## src/rtl/seq_signed_divider.sv

```systemverilog
// Sequential signed divider: sign-magnitude restoring shift-subtract, one quotient bit per clock.
// Quotient truncates toward zero, remainder follows the dividend's sign; dz/ovf flag the corner cases.
module seq_signed_divider #(
  parameter int W = 8
) (
  input  logic         clk,
  input  logic         rst,
  input  logic         start,
  input  logic [W-1:0] X,
  input  logic [W-1:0] Y,
  output logic         busy,
  output logic         done,
  output logic [W-1:0] Q,
  output logic [W-1:0] R,
  output logic         dz,
  output logic         ovf
);
  localparam int CW = $clog2(W + 1);
  localparam logic [W-1:0] ONE  = W'(1);
  localparam logic [W-1:0] MINV = {1'b1, {(W-1){1'b0}}};

  typedef enum logic [1:0] {IDLE, CALC, SIGN} state_t;
  state_t state, state_nx;

  logic [W-1:0]  quo, rem, dvs, xa, ya;
  logic [W:0]    trial;
  logic [CW-1:0] cnt;
  logic          sx, sy, ovf_p, zdiv, last;

  // Two's-complement magnitudes: -2^(W-1) maps to 2^(W-1), still representable unsigned.
  assign xa    = X[W-1] ? (~X + ONE) : X;
  assign ya    = Y[W-1] ? (~Y + ONE) : Y;
  assign zdiv  = (Y == '0);
  assign last  = (cnt == CW'(W - 1));
  assign trial = {rem, quo[W-1]} - {1'b0, dvs};
  assign busy  = (state != IDLE);

  always_ff @(posedge clk or posedge rst) begin
    if (rst) state <= IDLE;
    else     state <= state_nx;
  end

  always_comb begin
    state_nx = state;
    case (state)
      IDLE:    if (start && !zdiv) state_nx = CALC;
      CALC:    if (last) state_nx = SIGN;
      SIGN:    state_nx = IDLE;
      default: state_nx = IDLE;
    endcase
  end

  always_ff @(posedge clk or posedge rst) begin
    if (rst) begin
      quo <= '0; rem <= '0; dvs <= '0; cnt <= '0;
      sx <= 1'b0; sy <= 1'b0; ovf_p <= 1'b0;
      done <= 1'b0; Q <= '0; R <= '0; dz <= 1'b0; ovf <= 1'b0;
    end else begin
      done <= 1'b0;
      case (state)
        IDLE: if (start) begin
          if (zdiv) begin
            Q <= '1; R <= X; dz <= 1'b1; ovf <= 1'b0; done <= 1'b1;
          end else begin
            quo   <= xa;
            rem   <= '0;
            dvs   <= ya;
            sx    <= X[W-1];
            sy    <= Y[W-1];
            cnt   <= '0;
            ovf_p <= (X == MINV) && (Y == '1);
          end
        end
        CALC: begin
          cnt <= cnt + CW'(1);
          // rem < dvs <= 2^(W-1) keeps rem's MSB clear, so the restore shift loses nothing.
          if (!trial[W]) begin
            rem <= trial[W-1:0];
            quo <= {quo[W-2:0], 1'b1};
          end else begin
            rem <= {rem[W-2:0], quo[W-1]};
            quo <= {quo[W-2:0], 1'b0};
          end
        end
        SIGN: begin
          Q    <= (sx ^ sy) ? (~quo + ONE) : quo;
          R    <= sx ? (~rem + ONE) : rem;
          dz   <= 1'b0;
          ovf  <= ovf_p;
          done <= 1'b1;
        end
        default: ;
      endcase
    end
  end
endmodule

```

## config.mk

```make
export PLATFORM = sky130hd
export DESIGN_NAME = seq_signed_divider
export DESIGN_NICKNAME = d
export VERILOG_FILES = /design/src/rtl/seq_signed_divider.sv
export SDC_FILE = /design/constraint.sdc
export NUM_CORES = 1
export LEC_CHECK = 0
export CELL_PAD_IN_SITES_DETAIL_PLACEMENT = 0
export CELL_PAD_IN_SITES_GLOBAL_PLACEMENT = 1
export CORE_MARGIN = 2
export CORE_UTILIZATION = 39
export DETAILED_ROUTE_END_ITERATION = 12
export PLACE_DENSITY = 0.85
export SETUP_SLACK_MARGIN = 0.15
export SLEW_MARGIN = 20
export SYNTH_ARGS = -nofsm -noshare
export SYNTH_HDL_FRONTEND = slang
export SYNTH_SLANG_ARGS = --single-unit
```

## constraint.sdc

```tcl
create_clock -name clk -period 2.3 [get_ports clk]
set_input_delay 0.46 -clock clk [delete_from_list [all_inputs] [get_ports clk]]
set_output_delay 0.46 -clock clk [all_outputs]
set_load 0.03 [all_outputs]
```

==> results of run 1 <==
==> worst max path at each step <==
stage,startpoint,to,slack (ps),depth (start not counted)
after floorplan,quo[7],rem[6],150,9
after global placement,quo[7],rem[6],40,8
after detailed placement,quo[7],rem[6],-40,8
after CTS,rem[4],rem[6],110,8
after global routing,quo[7],rem[2],-70,9
final,quo[7],rem[2],20,9
==> repair_timing <==
| item | CTS | global route |
|---|---|---|
| gates cloned | 1 | 0 |
| hold buffers | 0 | 0 |
| setup endpoints to repair | 10 | 9 |
| pin swaps | 4 | 11 |
| setup buffers | 4 | 2 |
| gates resized for setup | 12 | 15 |
==> power breakdown <==
group | internal [uW] | switching (uW)
sequential | 1320 | 334
combinational | 2190 | 2640
clock | 384 | 302
total | 3900 | 3270
==> logic make-up (layout without fill, tap and decap cells) <==
family                     Yosys count  count (layout)  share of synthesized area [%]
and+or+nand+nor                    123             123                          18.46
buffers and inverters               38             117                          5.382
muxes                                9               9                          3.336
DFF                                 52              52                          39.42
AOI/OAI and AO/OA                  101             102                          20.32
xor gates and xnor gates            27              27                          7.165
adders and majority gates           15              15                          5.914
==> state kept, by name (all words and copies together) (netlist names), 2 cells and up <==
register  cells
rem           8
cnt           4
Q             8
quo           8
R             8
dvs           8
state         2
==> area by class of cell <==
type	count	area share [%]
clock buffer	7	2.216
multi-input combinational	276	44.56
sequential	52	29.94
tap	105	3.022
timing repair buffer	84	17.42
inverter	25	2.159
clock inverter	1	0.6908
==> layer usage <==
| layer | up-vias | wire length [um] | global-route usage (%) |
|---|---|---|---|
| met5 | - | 0 | 0 |
| met4 | 0 | 172 | 8.095 |
| met3 | 10 | 296 | 2.741 |
| met2 | 73 | 4365 | 33.68 |
| met1 | 1405 | 4085 | 26.49 |
| li1 | 1450 | - | - |
==> cells in the final DEF (no fill, tap or decap), drive strengths merged, types with 14 or more instances in the layout <==
cell	netlist	layout
xnor2	18	18
ha	14	14
a21oi	37	37
nand2	36	36
dfrtp	52	52
clkdlybuf4s50	0	37
inv	24	24
o21ai	22	22
nor2	42	42
buf	9	46
==> worst max-delay path: stages (launching register included) <==
cell	delay, ps
dfrtp_1	380
inv_2	70
ha_4	170
fa_2	360
nand2b_4	170
a211oi_4	330
buf_6	170
o211ai_4	140
a211oi_2	280
a221o_1	160
==> through the flow <==
| stage | worst slack, ps | cells | util, % |
|---|---|---|---|
| after detailed placement | -36.85 | 535 | 49.46 |
| after floorplan | 152.5 | 365 | - |
| after global routing | -69.57 | 550 | 52.90 |
| after global placement | 39.03 | 535 | 49.46 |
| after CTS | 112.2 | 548 | 51.85 |
| final | 20.43 | 550 | 52.90 |
==> impl_metrics.ini, run 1 <==
[run_status]
status = complete, no violations

[clocking]
cts_buffers = 5
tritoncts = done
cts.sinks = 52
htree_levels = 2
cts_buffer_depth = 2
clockRootBuffer = clkbuf_8
clkTransAtPathRegs_ps = 100
clkLatencyLatePin_ps = 310

[setup_path]
rr_worst_depth = 9
r2r-end = rem[2]
arrival_ps = 2520
cp-end-kind = register
reg2reg_setup_slack_ps = 20
cp_max_fo = 9
worst_ep_required_time_ps = 2540
worstSetupPathType = register to register
startpoint_type = register
r2r_start = quo[7]

[floorplan]
die_area_um2 = 9215
fp-row-count = 33
initial_core_util_pct = 40.17
core-area_um2 = 8217
io_pins = 39
die_y_um = 96.00
fp.dieW_um = 96.00

[final_layout]
ff_latch_area_um2 = 1301
fin_nets = 478
multi_input_area_um2 = 1937
final_area_um2 = 4347
drive_gt1_share_pct = 20.67
antenna_cells = 0
n_fill_cell = 752
syn2layout_area_growth_pct = 31.69

[synth]
synth_top_area_share_pct = 39.42
synthArstFlopShare_pct = 100.0
avgSynthCellArea_um2 = 9.043
synth_largest_area_cell = dfrtp_1
synth_cell_types = 61
synth_fp_nets = 399
synth_edf_count = 0
synth_seq_area_share_pct = 39.42
yosys-top-cells-count = 52 x dfrtp_1, 41 x nor2_1, 35 x a21oi_1
synth-seq-cells = 52
yosys-top-cells-area = dfrtp_1 39%, a21oi_1 5.3%, ha_1 5.3%
syn_inst = 365
yosysWarnings = 0
synth_area_um2 = 3301
ys.flop_type = dfrtp_1
synth_most_common_cell = dfrtp_1

[power]
peakVddDrop_v = 0.0009483
power-per-cell-area_nw_per_um2 = 1651
leakagePower_uw = 0.001818
total_power_uw = 7175

[detailed_routing]
vias = 2938
drtIter0Drc = 139
drt-pass1-iter-count = 4
vias_per_cell = 5.342
wl_per_cell_um = 16.22
drc = 0
wirelength_mm = 8.921
drtAntennaViolNets = 0

[sta]
timing_hold_violations_final = 0
finalSetupViolCount = 0
fin_crit_ps = 2280
fin_skew_ps = 9.204
finalCritPeriodShare_pct = 99.11
slew_headroom_pct = 67.01
fmax_mhz = 438.7
timing.hold.ws_ps = 483.6
fin_tns_setup_ps = 0
worst_pin_slew_ps = 494.1
rsz0062_at_grt = true
slew_viol_final = 0

[place]
placed_area_um2 = 4064
port_buffers = 38
dpl.hpwl_mm = 6.731
place.gp.congestion = 0.8912

[global_routing]
grt_util_all_layers_pct = 20.23
grt_pass1_vias = 2963
grt_start_max_net_pins = 25
grt_pass1_wl_mm = 14.32
grt_overflow_total = 0
grt_antenna_before_repair = 0

[hold_path]
hold_path_class = input pin to async pin

[flow_run]
drv_cap = 0
Power figures use the tool's default switching activity.
==> run 2, diff against run 1 <==
--- a/config.mk
+++ b/config.mk
@@ -8,11 +8,10 @@
 export CELL_PAD_IN_SITES_DETAIL_PLACEMENT = 0
 export CELL_PAD_IN_SITES_GLOBAL_PLACEMENT = 1
 export CORE_MARGIN = 2
-export CORE_UTILIZATION = 39
+export CORE_UTILIZATION = 28
 export DETAILED_ROUTE_END_ITERATION = 12
-export PLACE_DENSITY = 0.85
+export PLACE_DENSITY = 0.66
 export SETUP_SLACK_MARGIN = 0.15
-export SLEW_MARGIN = 20
 export SYNTH_ARGS = -nofsm -noshare
 export SYNTH_HDL_FRONTEND = slang
 export SYNTH_SLANG_ARGS = --single-unit
==> run 2 against run 1 <==
Effect of this change:
- sequential power about the same
- hold slack worse by 2.9 ps
- flip-flop and latch count stayed put
- highest routed layer unchanged
- utilization down 14 points
- sequential share of layout area decreased by 0.62 points
- critical endpoint is now rem[6]
- critical path type unchanged
- routed wire length increased by 0.92%
- clock-buffer cell count is 2 lower
- cell count grew 8.0%
- critical path depth is 1 lower
==> impl_metrics.ini, run 2 (synthesis results as in run 1) <==
[final_layout]
syn2layout_area_growth_pct = 34.46
final_core_utilization_pct = 38.70
n_fill_cell = 1176
drive_gt1_share_pct = 20.62
mostFrequentLayoutCells = 52 x dfrtp_1, 49 x buf_4, 40 x nor2_1, 37 x clkdlybuf4s50_1, 35 x a21oi_1
mostFrequentLayoutCell = dfrtp_1
antenna_cells = 0
multi_input_area_um2 = 1898
ff_latch_area_um2 = 1301
fin_nets = 484

[power]
p_clk_share_pct = 10.2
combPwrFrac_pct = 66.5
power-per-cell-area_nw_per_um2 = 1614
leakagePower_uw = 0.001858
peakVddDrop_v = 0.0006890
p_sw_uw = 3200
seqPwrFrac_pct = 23.2
p_int_uw = 3964
total_power_uw = 7165
p_sw_share_pct = 44.67

[global_routing]
grt_overflow_total = 0
grt_antenna_before_repair = 0
grt_pass1_wl_mm = 14.70
grt_util_all_layers_pct = 14.39
grt_start_max_net_pins = 31
grt_pass1_vias = 2784

[floorplan]
initial_core_util_pct = 28.78
fp.dieW_um = 112.6
die_area_um2 = 12670
die_y_um = 112.6
io_pins = 39
fp-row-count = 39
core-area_um2 = 11470

[detailed_routing]
drtIter0Drc = 204
drtAntennaViolNets = 0
wirelength_mm = 9.003
drc = 0
drt-pass1-iter-count = 4
vias_per_cell = 4.852
wl_per_cell_um = 15.16
vias = 2882

[setup_path]
cp.depth = 8
startpoint_type = register
worstSetupPathType = register to register
crit_family = compound AO/OA/AOI/OAI gates
critPathBufInv = 1
cpPeakStageDelay_ps = 410
rr_worst_depth = 8
cp-end-kind = register
cp_max_fo = 5
worst_ep_required_time_ps = 2480
critPathSlowestCell = dfrtp_1
arrival_ps = 2430
worstPathCellList = ha_4 -> fa_2 -> nand2b_4 -> a211oi_4 -> buf_4 -> o211a_4 -> nor2_4 -> a311o_1

[place]
dpl.hpwl_mm = 7.085
place.gp.congestion = 0.7940
port_buffers = 38
dpl_worst_slack_ps = -63.21

[sta]
worst_pin_slew_ps = 508.7
fmax_mhz = 443.2
fin_tns_setup_ps = 0
finalCritPeriodShare_pct = 98.09
timing.hold.ws_ps = 480.7
rsz0062_at_grt = true
fin_crit_ps = 2256
fin_skew_ps = 4.478
slew_viol_final = 0
finalSetupViolCount = 0
setup_slack_ps = 43.82
timing_hold_violations_final = 0
slew_headroom_pct = 66.04

[clocking]
cts_buffer_depth = 2
clkLatencyLatePin_ps = 290
tritoncts = done
clkTransAtPathRegs_ps = 70
htree_levels = 2
cts_buffers = 5
cts_hold_buffers = 0
cts.sinks = 52
clockRootBuffer = clkbuf_16

[hold_path]
hold_depth = 1
hold_path_class = register to register

[run_status]
status = complete, no violations

[flow_run]
drv_cap = 0
-- run 2: cell count changes in the layout (fill, tap and decap cells not counted), sizes merged --
| cell | delta |
|---|---|
| clkinv | +3 |
| buf | +7 |
| o21a | -1 |
| dlygate4sd2 | -1 |
| dlymetal6s2s | +1 |
| bufinv | -1 |
| clkbuf | -2 |
-- run 2: final timing paths --
check | slack, ps | endpoint | from
setup / recovery | 40 | rem[6] | dvs[0]
hold / removal | 480 | state[1] | cnt[3]
setup reg to reg | 40 | rem[6] | dvs[0]
hold reg to reg | 480 | state[1] | cnt[3]
max in group asynchronous | 1240 | dvs[1] | rst
min in group asynchronous | 520 | Q[7] | rst
-- run 2: final cells by class --
| type | instances | share of cell area (%) |
|---|---|---|
| clock buffer | 5 | 2.819 |
| clock inverter | 3 | 0.4229 |
| inverter | 25 | 2.114 |
| multi-input combinational | 275 | 42.77 |
| sequential | 52 | 29.32 |
| tap | 143 | 4.032 |
| timing repair buffer | 91 | 18.52 |
-- run 2: power groups by stage --
stage,Clock [uW],Sequential [uW],Combinational [uW]
after detailed placement,0,1680,4400
after CTS,765,1660,4650
after global placement,0,1670,4320
after floorplan,0,1830,2780
after global routing,785,1720,5260
final,733,1660,4770
-- run 2: metrics by stage --
stage / instance area (um^2) / cells
2_1_floorplan: 3314 / 365
3_3_place_gp: 4177 / 580
3_5_place_dp: 4177 / 580
4_1_cts: 4390 / 592
5_1_grt: 4438 / 594
6_report: 4438 / 594
-- run 2: what timing repair did --
| action | CTS | global route |
|---|---|---|
| gates cloned | 0 | 0 |
| setup buffers | 4 | 2 |
| resized for setup | 12 | 6 |
| pin swaps | 4 | 7 |
| hold endpoints to repair | 0 | 0 |
| endpoints found under the setup margin | 9 | 10 |
-- run 2: metal layers --
layer  wire, um  track usage, %  vias up
met3        231           1.890        6
met5          0               0        -
li1           -               -     1460
met2       4245           23.91       44
met1       4439           20.03     1372
met4         87           3.171        0
==> run 3, diff against run 2 <==
--- a/config.mk
+++ b/config.mk
@@ -8,9 +8,9 @@
 export CELL_PAD_IN_SITES_DETAIL_PLACEMENT = 0
 export CELL_PAD_IN_SITES_GLOBAL_PLACEMENT = 1
 export CORE_MARGIN = 2
-export CORE_UTILIZATION = 28
+export CORE_UTILIZATION = 39
 export DETAILED_ROUTE_END_ITERATION = 12
-export PLACE_DENSITY = 0.66
+export PLACE_DENSITY = 0.85
 export SETUP_SLACK_MARGIN = 0.15
 export SYNTH_ARGS = -nofsm -noshare
 export SYNTH_HDL_FRONTEND = slang
==> results of run 3 <==
The final DEF is identical to that of run 1; final timing and power are the same.
